### config.mk
export PLATFORM = sky130hd
export DESIGN_NAME = math_rp_sched
export DESIGN_NICKNAME = d
export VERILOG_FILES = /design/src/rtl/math_rp_sched.sv
export SDC_FILE = /design/constraint.sdc
export NUM_CORES = 1
export LEC_CHECK = 0
export BUFFER_PORTS_ARGS = -buffer_cell sky130_fd_sc_hd__buf_2
export CELL_PAD_IN_SITES_DETAIL_PLACEMENT = 1
export CELL_PAD_IN_SITES_GLOBAL_PLACEMENT = 2
export CORE_UTILIZATION = 26
export DETAILED_ROUTE_END_ITERATION = 8
export PLACE_DENSITY = 0.76
export SLEW_MARGIN = 20
export SYNTH_ARGS = -nofsm -noshare
export SYNTH_HDL_FRONTEND = slang
export SYNTH_SLANG_ARGS = --single-unit
### constraint.sdc
create_clock -name clk -period 1.81 [get_ports clk]
set_clock_uncertainty 0.15 [all_clocks]
set_input_delay 0.0905 -clock clk [delete_from_list [all_inputs] [get_ports clk]]
set_output_delay 0.0905 -clock clk [all_outputs]
set_load 0.005 [all_outputs]
### src/rtl/math_rp_sched.sv
// math_rp_sched: round-robin sharing of one math_rp with PR decouple sequencing.
// Define MATH_RP_SCHED_SELFCHECK_EN to add the adder-RM check and err_mismatch.
module math_rp_sched #(
   parameter int NREQ = 4,
   parameter int LAT  = 1
) (
   input  logic              clk,
   input  logic              reset,
   input  logic [NREQ-1:0]   req,
   input  logic [4*NREQ-1:0] req_in1,
   input  logic [4*NREQ-1:0] req_in2,
   output logic [NREQ-1:0]   gnt,
   output logic [NREQ-1:0]   rsp_valid,
   output logic [7:0]        rsp_data,
   output logic [3:0]        rp_in1,
   output logic [3:0]        rp_in2,
   output logic              rp_reset,
   input  logic [7:0]        rp_out,
   input  logic              decouple_req,
   output logic              decouple_ack,
   output logic              busy
`ifdef MATH_RP_SCHED_SELFCHECK_EN
   ,output logic             err_mismatch
`endif
);
   localparam int PW = (NREQ > 1) ? $clog2(NREQ) : 1;
   typedef enum logic [1:0] {S_IDLE, S_WAIT, S_CAPTURE, S_DECOUPLED} state_t;
   function automatic logic [PW-1:0] wrap(input int v);
      return PW'((v >= NREQ) ? v - NREQ : v);
   endfunction
   state_t          state_q, state_d;
   logic [PW-1:0]   ptr_q, ptr_d, win_q, win_d, pick;
   logic [2:0]      cnt_q, cnt_d;
   logic [NREQ-1:0] gnt_q, gnt_d, rsp_valid_q, rsp_valid_d;
   logic [7:0]      rsp_data_q, rsp_data_d;
   logic [3:0]      rp_in1_q, rp_in1_d, rp_in2_q, rp_in2_d;
   logic            rp_reset_q, rp_reset_d, ack_q, ack_d, busy_q, busy_d, rel_q, rel_d;
   logic            found;
   // scanning offsets downward leaves the lowest offset from ptr as the winner
   always_comb begin
      found = 1'b0;
      pick = '0;
      for (int k = NREQ - 1; k >= 0; k--) begin
         if (req[wrap(int'(ptr_q) + k)]) begin
            found = 1'b1;
            pick = wrap(int'(ptr_q) + k);
         end
      end
   end
   always_comb begin
      state_d = state_q;
      ptr_d = ptr_q;
      win_d = win_q;
      cnt_d = cnt_q;
      gnt_d = '0;
      rsp_valid_d = '0;
      rsp_data_d = rsp_data_q;
      rp_in1_d = rp_in1_q;
      rp_in2_d = rp_in2_q;
      ack_d = ack_q;
      busy_d = busy_q;
      rel_d = 1'b0;
      case (state_q)
         S_IDLE: begin
            if (decouple_req) begin
               state_d = S_DECOUPLED;
               ack_d = 1'b1;
               rp_in1_d = '0;
               rp_in2_d = '0;
            end else if (found && !rel_q) begin
               state_d = S_WAIT;
               gnt_d[pick] = 1'b1;
               rp_in1_d = req_in1[4*int'(pick) +: 4];
               rp_in2_d = req_in2[4*int'(pick) +: 4];
               cnt_d = 3'(LAT);
               busy_d = 1'b1;
               win_d = pick;
            end
         end
         S_WAIT: begin
            cnt_d = cnt_q - 3'd1;
            state_d = (cnt_d == 3'd0) ? S_CAPTURE : S_WAIT;
         end
         S_CAPTURE: begin
            state_d = S_IDLE;
            rsp_data_d = rp_out;
            rsp_valid_d[win_q] = 1'b1;
            busy_d = 1'b0;
            ptr_d = wrap(int'(win_q) + 1);
         end
         default: begin
            state_d = decouple_req ? S_DECOUPLED : S_IDLE;
            ack_d = decouple_req;
            rel_d = !decouple_req;
         end
      endcase
      // the release cycle keeps the RP in reset one extra IDLE cycle
      rp_reset_d = (state_d == S_DECOUPLED) || rel_d;
   end
   always_ff @(posedge clk or posedge reset) begin
      if (reset) begin
         state_q <= S_IDLE;
         ptr_q <= '0;
         win_q <= '0;
         cnt_q <= '0;
         gnt_q <= '0;
         rsp_valid_q <= '0;
         rsp_data_q <= '0;
         rp_in1_q <= '0;
         rp_in2_q <= '0;
         rp_reset_q <= 1'b1;
         ack_q <= 1'b0;
         busy_q <= 1'b0;
         rel_q <= 1'b0;
      end else begin
         state_q <= state_d;
         ptr_q <= ptr_d;
         win_q <= win_d;
         cnt_q <= cnt_d;
         gnt_q <= gnt_d;
         rsp_valid_q <= rsp_valid_d;
         rsp_data_q <= rsp_data_d;
         rp_in1_q <= rp_in1_d;
         rp_in2_q <= rp_in2_d;
         rp_reset_q <= rp_reset_d;
         ack_q <= ack_d;
         busy_q <= busy_d;
         rel_q <= rel_d;
      end
   end
   assign gnt = gnt_q;
   assign rsp_valid = rsp_valid_q;
   assign rsp_data = rsp_data_q;
   assign rp_in1 = rp_in1_q;
   assign rp_in2 = rp_in2_q;
   assign rp_reset = rp_reset_q;
   assign decouple_ack = ack_q;
   assign busy = busy_q;
`ifdef MATH_RP_SCHED_SELFCHECK_EN
   // the adder RM must return 2*in1 + in2 from the operands still held on rp_in*
   logic       err_q, err_d;
   logic [5:0] exp_sum;
   always_comb begin
      exp_sum = {1'b0, rp_in1_q, 1'b0} + {2'b00, rp_in2_q};
      err_d = err_q | ((state_q == S_CAPTURE) && (rp_out != {2'b00, exp_sum}));
   end
   always_ff @(posedge clk or posedge reset) begin
      if (reset) err_q <= 1'b0;
      else err_q <= err_d;
   end
   assign err_mismatch = err_q;
`endif
endmodule

# Yosys cells after proc, flatten, opt, wreduce, memory -nomap -nowiden
# Cells that the tools add are included.
# word_totals
inputBits	47
out_inout_bits	27
elab_cells	111
register_bits	37
# classes
reduce_logical	18
n_shift	2
bitwise_logic	2
n_mux	47
add_sub_neg	10
n_eq_ne	6
order_cmp	13
# op_table
operator	count
$mux W4	8
$shiftx A16 B5 Y4	2
$mux W2	13
$lt A2 B3 Y1 const B	6
$mux W1	14
$ge A3 B3 Y1 const B	4
$sub A2 B1 Y2 const B	5
$reduce_and A3 Y1	3
$bmux W1 S2	4
$add A2 B1 Y3 const B	2
$add A2 B2 Y3 const B	2
$mux W3	2
$ne A2 B2 Y1 const B	3
$pmux W2 S3	1
$pmux W3 S2	1
$reduce_bool A2 Y1	3
$demux W1 S2	2
$eq A2 B2 Y1 const B	2
$ge A2 B1 Y1 const B	2
$pmux W1 S2	2
$reduce_and A2 Y1	2
$ge A2 B3 Y1 const B	1
$logic_and A1 B1 Y1	3
$logic_not A3 Y1	1
other kinds (8)	10

# Logic depth before layout (Yosys ltp)
# logic_depth
depth_word	16
depth_mapped	7
depth_no_buf	7

# Least setup slack after synthesis
# Ideal clock, no wire load.
# synth_path
kind	reg-to-reg
startpoint	reg state_q[0]
endpoint	reg cnt_q[2]
path_buffers	0
stages_incl_launch_ff	8
required_time_ps	1578
t_arrival_ps	1520
slack_ps	57
path_cell_list	dfrtp_1 > inv_1 > ha_1 > inv_1 > a2111o_1 > nand2_2 > a21boi_2 > o22ai_1
# synth_between
elab_chain_len	3
word_cells_on_any_way	7
classes_between	3 x eq/ne; 1 x mux; 3 x reduce/logical
# synth_rtl
item	line	text
from (decl)	31	state_t state_q, state_d;
from (signal assigned)	116	state_q <= state_d;
$eq A2 B1 Y1 / $logic_not A2 Y1 (equally long branches)	63	case (state_q)
$reduce_bool A2 Y1 (no source line) / $ne A2 B2 Y1 (equally long branches)	-	
$reduce_and A3 Y1 (no source line)	-	
to (signal assigned)	119	cnt_q <= cnt_d;
to (decl)	33	logic [2:0] cnt_q, cnt_d;
# Several ways; a longest one is shown, not always the timed one.
# A chain may end at the register's enable or synchronous reset.

# Worst setup path in the final report
# layout_path
startpoint	reg ptr_q[1]
endpoint	reg rp_in2_q[3] (netlist: rp_in2[3])
# layout_between
elab_chain_len	12
word_cells_on_any_way	37
classes_between	7 x add/sub; 4 x order compare; 1 x shift; 22 x mux; 3 x reduce/logical
# layout_rtl
item	line	text
from (decl)	32	logic [PW-1:0] ptr_q, ptr_d, win_q, win_d, pick;
from (signal assigned)	117	ptr_q <= ptr_d;
$add A2 B2 Y3	44, 46	
$ge A3 B3 Y1 / $sub A2 B1 Y2 (equally long branches)	29	return PW'((v >= NREQ) ? v - NREQ : v);
$mux W2	29	
$bmux W1 S2	44	if (req[wrap(int'(ptr_q) + k)]) begin
$mux W1 (implied by the code)	44	
$mux W2 / $mux W1 (equally long branches) (4 in a row)	44	
$shiftx A16 B5 Y4 / $logic_and A1 B1 Y1 (equally long branches)	74, 70	
$mux W4 / $reduce_bool A2 Y1 (equally long branches)	-	
$mux W4 / $reduce_and A2 Y1 (equally long branches)	-	
to (signal assigned)	124	rp_in2_q <= rp_in2_d;
to (decl)	36	logic [3:0] rp_in1_q, rp_in1_d, rp_in2_q, rp_in2_d;
# Several ways; a longest one is shown, not always the timed one. The select of a mux whose other input is x is not followed.

==> results.md <==
- CP Capture Type: flop
- Initial antenna violation count: 0
- Cells after synthesis: 162
- Detailed Route Iter0 Violations: 43
- Multi-input logic area: 952 µm²
- Max-capacitance violation count: 0
- PwrDens: 1330 nW/µm²
- Period utilization: 1.02
- Clock Tree Buf Depth: 2
- CP max stage delay: 0.41 ns
- HPWL Detailed: 3690 µm
- Synth cell types: 41
- Grt ovf: 0
- Placer Congestion: 0.718
- Final ANT Viol Nets: 0
- Flop pwr share: 0.316
- Final Cell Area: 3170 µm²
- Crit path time final: around 1.8 ns
- Starting density of the core: 0.273
- Chip height: just under 90 µm
- Core area: 6870 µm²
- Leak Pwr: roughly 1.6 nW
- Clock slew at reported path FFs: 0.08 ns
- Post-Route WL: 6270 µm
- CTS Buf Count: 5
- Gate power share: 0.546
- Max Clock Freq: around 0.54 GHz
- Avg WL per Cell: roughly 15 µm
- Drt pass-1 iters: 5
- Critical Path AT: 1.86 ns
- Max FO, Critical Path: 5
- Internal power: 2.61 mW
- Place WS: -0.541 ns
- FF+latch count, synth: 37
- Final Total Pwr: around 4.2 mW
- Register area share after synthesis: 0.494
- Avg Cell Area, Syn: approximately 12 µm²
- Total number of vias: 1,822
- WS Path Type: reg2reg
- Top cell type's share of synthesized area: 0.480
- Cell accounting for the most synthesized area: dfrtp_1
- Area growth syn-to-layout: 69.1%
- Slew at the pin with the worst max-slew slack: 0.494 ns
- Outcome: finished, violations left
- FF+latch area: 927 µm²
- RSZ-0062 raised after global routing: true
- Layout cell share with drive strength beyond 1: 0.457
- IO Pins: 74
- Rel. slew slack: 0.671
- CTS tree: yes
- Routed vias/inst: 4.48
- Clock sink total: 37
- Setup TNS: -0.0822 ns
- Failing checks: setup timing
- GRT Overall Usage: 0.166
- H-tree level count: 2
- Worst IR Drop VDD: 431 µV
- Final setup viols: 5
- Fillers: 779
- ANT cells: 0
- Sw Pwr: around 1.6 mW
- Final net count: 367
- Number of port buffers: 73
- Max stage delay cell, worst path: dfrtp_1
- Hold Crit Class: in2reg
- Die area: 7560 µm²
- Worst-path cell chain: buf_6 -> a2111oi_4 -> buf_4 -> nor2_4 -> buf_12 -> mux2i_2 -> o221ai_1
- Setup ws final: -0.0395 ns
- Critical Path RT: 1.82 ns
- Post-synth design cell area: 1880 µm²
- Clk pwr share: 0.138
- Commonest non-fill, non-tap cells in the layout: buf_2 (73), dlygate4sd3_1 (42), dfrtp_1 (36)
- Global-route wire length before repair: 9410 µm
- Syn Nets: 219
- Residual DRC count: 0
- Clock Latency Late Sink: 0.29 ns
- # rows: 30
- Hold_ws: approximately 0.21 ns
- Slew Limit Fails: 0
- Crit start category: flop
- Vias in the first global route: 1,933
- Synth warn: 0
- Area after DPL: around 2500 µm²
- Final Hold Viols: 0
- Synth area leaders: dfrtp_1 (48%), mux2i_1 (9.1%), ha_1 (6.7%)
- Sw Share: 0.378
- Die W: a little under 90 µm
- Pin count of the biggest net entering global routing: 38
- Root buffer cell: clkbuf_8
- Commonest non-fill, non-tap cell in the layout: buf_2
-- metrics by stage --
stage	utilization	instances
global route	0.462	407
floorplan	-	162
global placement	0.359	345
finish	0.462	407
detailed placement	0.359	345
CTS	0.444	400
-- flip-flops by register name, summed over array words and instances (netlist names) --
| signal | flops |
|---|---|
| rp_in1 | 4 |
| rp_reset | 1 |
| busy | 1 |
| cnt_q | 3 |
| rsp_data | 8 |
| rp_in2 | 4 |
| rel_q | 1 |
| state_q | 2 |
| decouple_ack | 1 |
| ptr_q | 2 |
| win_q | 2 |
| rsp_valid | 4 |
| gnt | 4 |
-- logic make-up after synthesis --
kind of cell,synth area share
compound gates,0.137
fa+ha+maj,0.0667
buf+inv,0.0440
flops,0.494
mux,0.145
simple gates,0.113
-- cell type report --
| class | instances | share of cell area |
|---|---|---|
| multi-input combinational | 109 | 0.300 |
| inverter | 14 | 0.0166 |
| clock inverter | 3 | 0.00552 |
| clock buffer | 5 | 0.0217 |
| timing repair buffer | 143 | 0.326 |
| tap | 96 | 0.0379 |
| sequential | 37 | 0.292 |
-- power groups by stage --
| stage | Combinational, mW | Clock (mW) | Sequential, mW |
|---|---|---|---|
| finish | 2.30 | 0.578 | 1.33 |
| global placement | 1.77 | 0 | 1.33 |
| detailed placement | 1.82 | 0 | 1.34 |
| floorplan | 1.12 | 0 | 1.35 |
| CTS | 2.03 | 0.602 | 1.33 |
| global route | 2.53 | 0.634 | 1.37 |
-- worst max-delay path, delay by kind of cell, from the launching register on --
| family | cells | cell delay (ns) |
|---|---|---|
| compound gates | 2 | 0.44 |
| buf+inv | 3 | 0.48 |
| flops | 1 | 0.41 |
| mux | 1 | 0.20 |
| simple gates | 1 | 0.05 |
-- cell usage after synthesis (all sizes together) --
library cell	number
o21ba	1
or3	1
a21oi	5
o221ai	8
inv	14
a21boi	1
o21ai	7
a2111o	1
o211ai	1
and2	4
mux2	9
dfrtp	36
nor2b	1
nand2	14
nor3	2
a31oi	1
and3	1
o21bai	1
mux2i	17
a2111oi	1
o211a	1
clkbuf	2
nand3b	1
nor3b	1
buf	2
o22ai	2
nand3	2
nor4	1
and2b	2
dfstp	1
ha	10
a221oi	1
o31ai	1
nand2b	1
nor2	8
-- timing repair --
action,CTS,global route
hold endpoints to repair,54,0
gates resized for setup,5,14
pin swaps,2,8
cloned,1,2
setup buffers,4,5
endpoints found under the setup margin,13,15
hold buffers,42,0
-- layer usage --
layer,track usage,wire length (µm),vias up
met4,0.0545,97,0
met3,0.0351,198,16
met5,0,0,-
met2,0.310,3440,45
li1,-,-,874
met1,0.188,2530,887
-- final timing paths --
path / start / to / slack [ns] / depth (start not counted)
min in group asynchronous: reset / rsp_valid[3] / 0.34 / 4
max in group asynchronous: reset / rp_reset / 0.81 / 4
max: ptr_q[1] / rp_in2[3] / -0.04 / 7
min: req[2] / gnt[0] / 0.21 / 3
max reg2reg: ptr_q[1] / rp_in2[3] / -0.04 / 7
min reg2reg: rp_in1[2] / rp_in1[2] / 0.35 / 2
No activity file was read; power rests on OpenSTA's default activity.
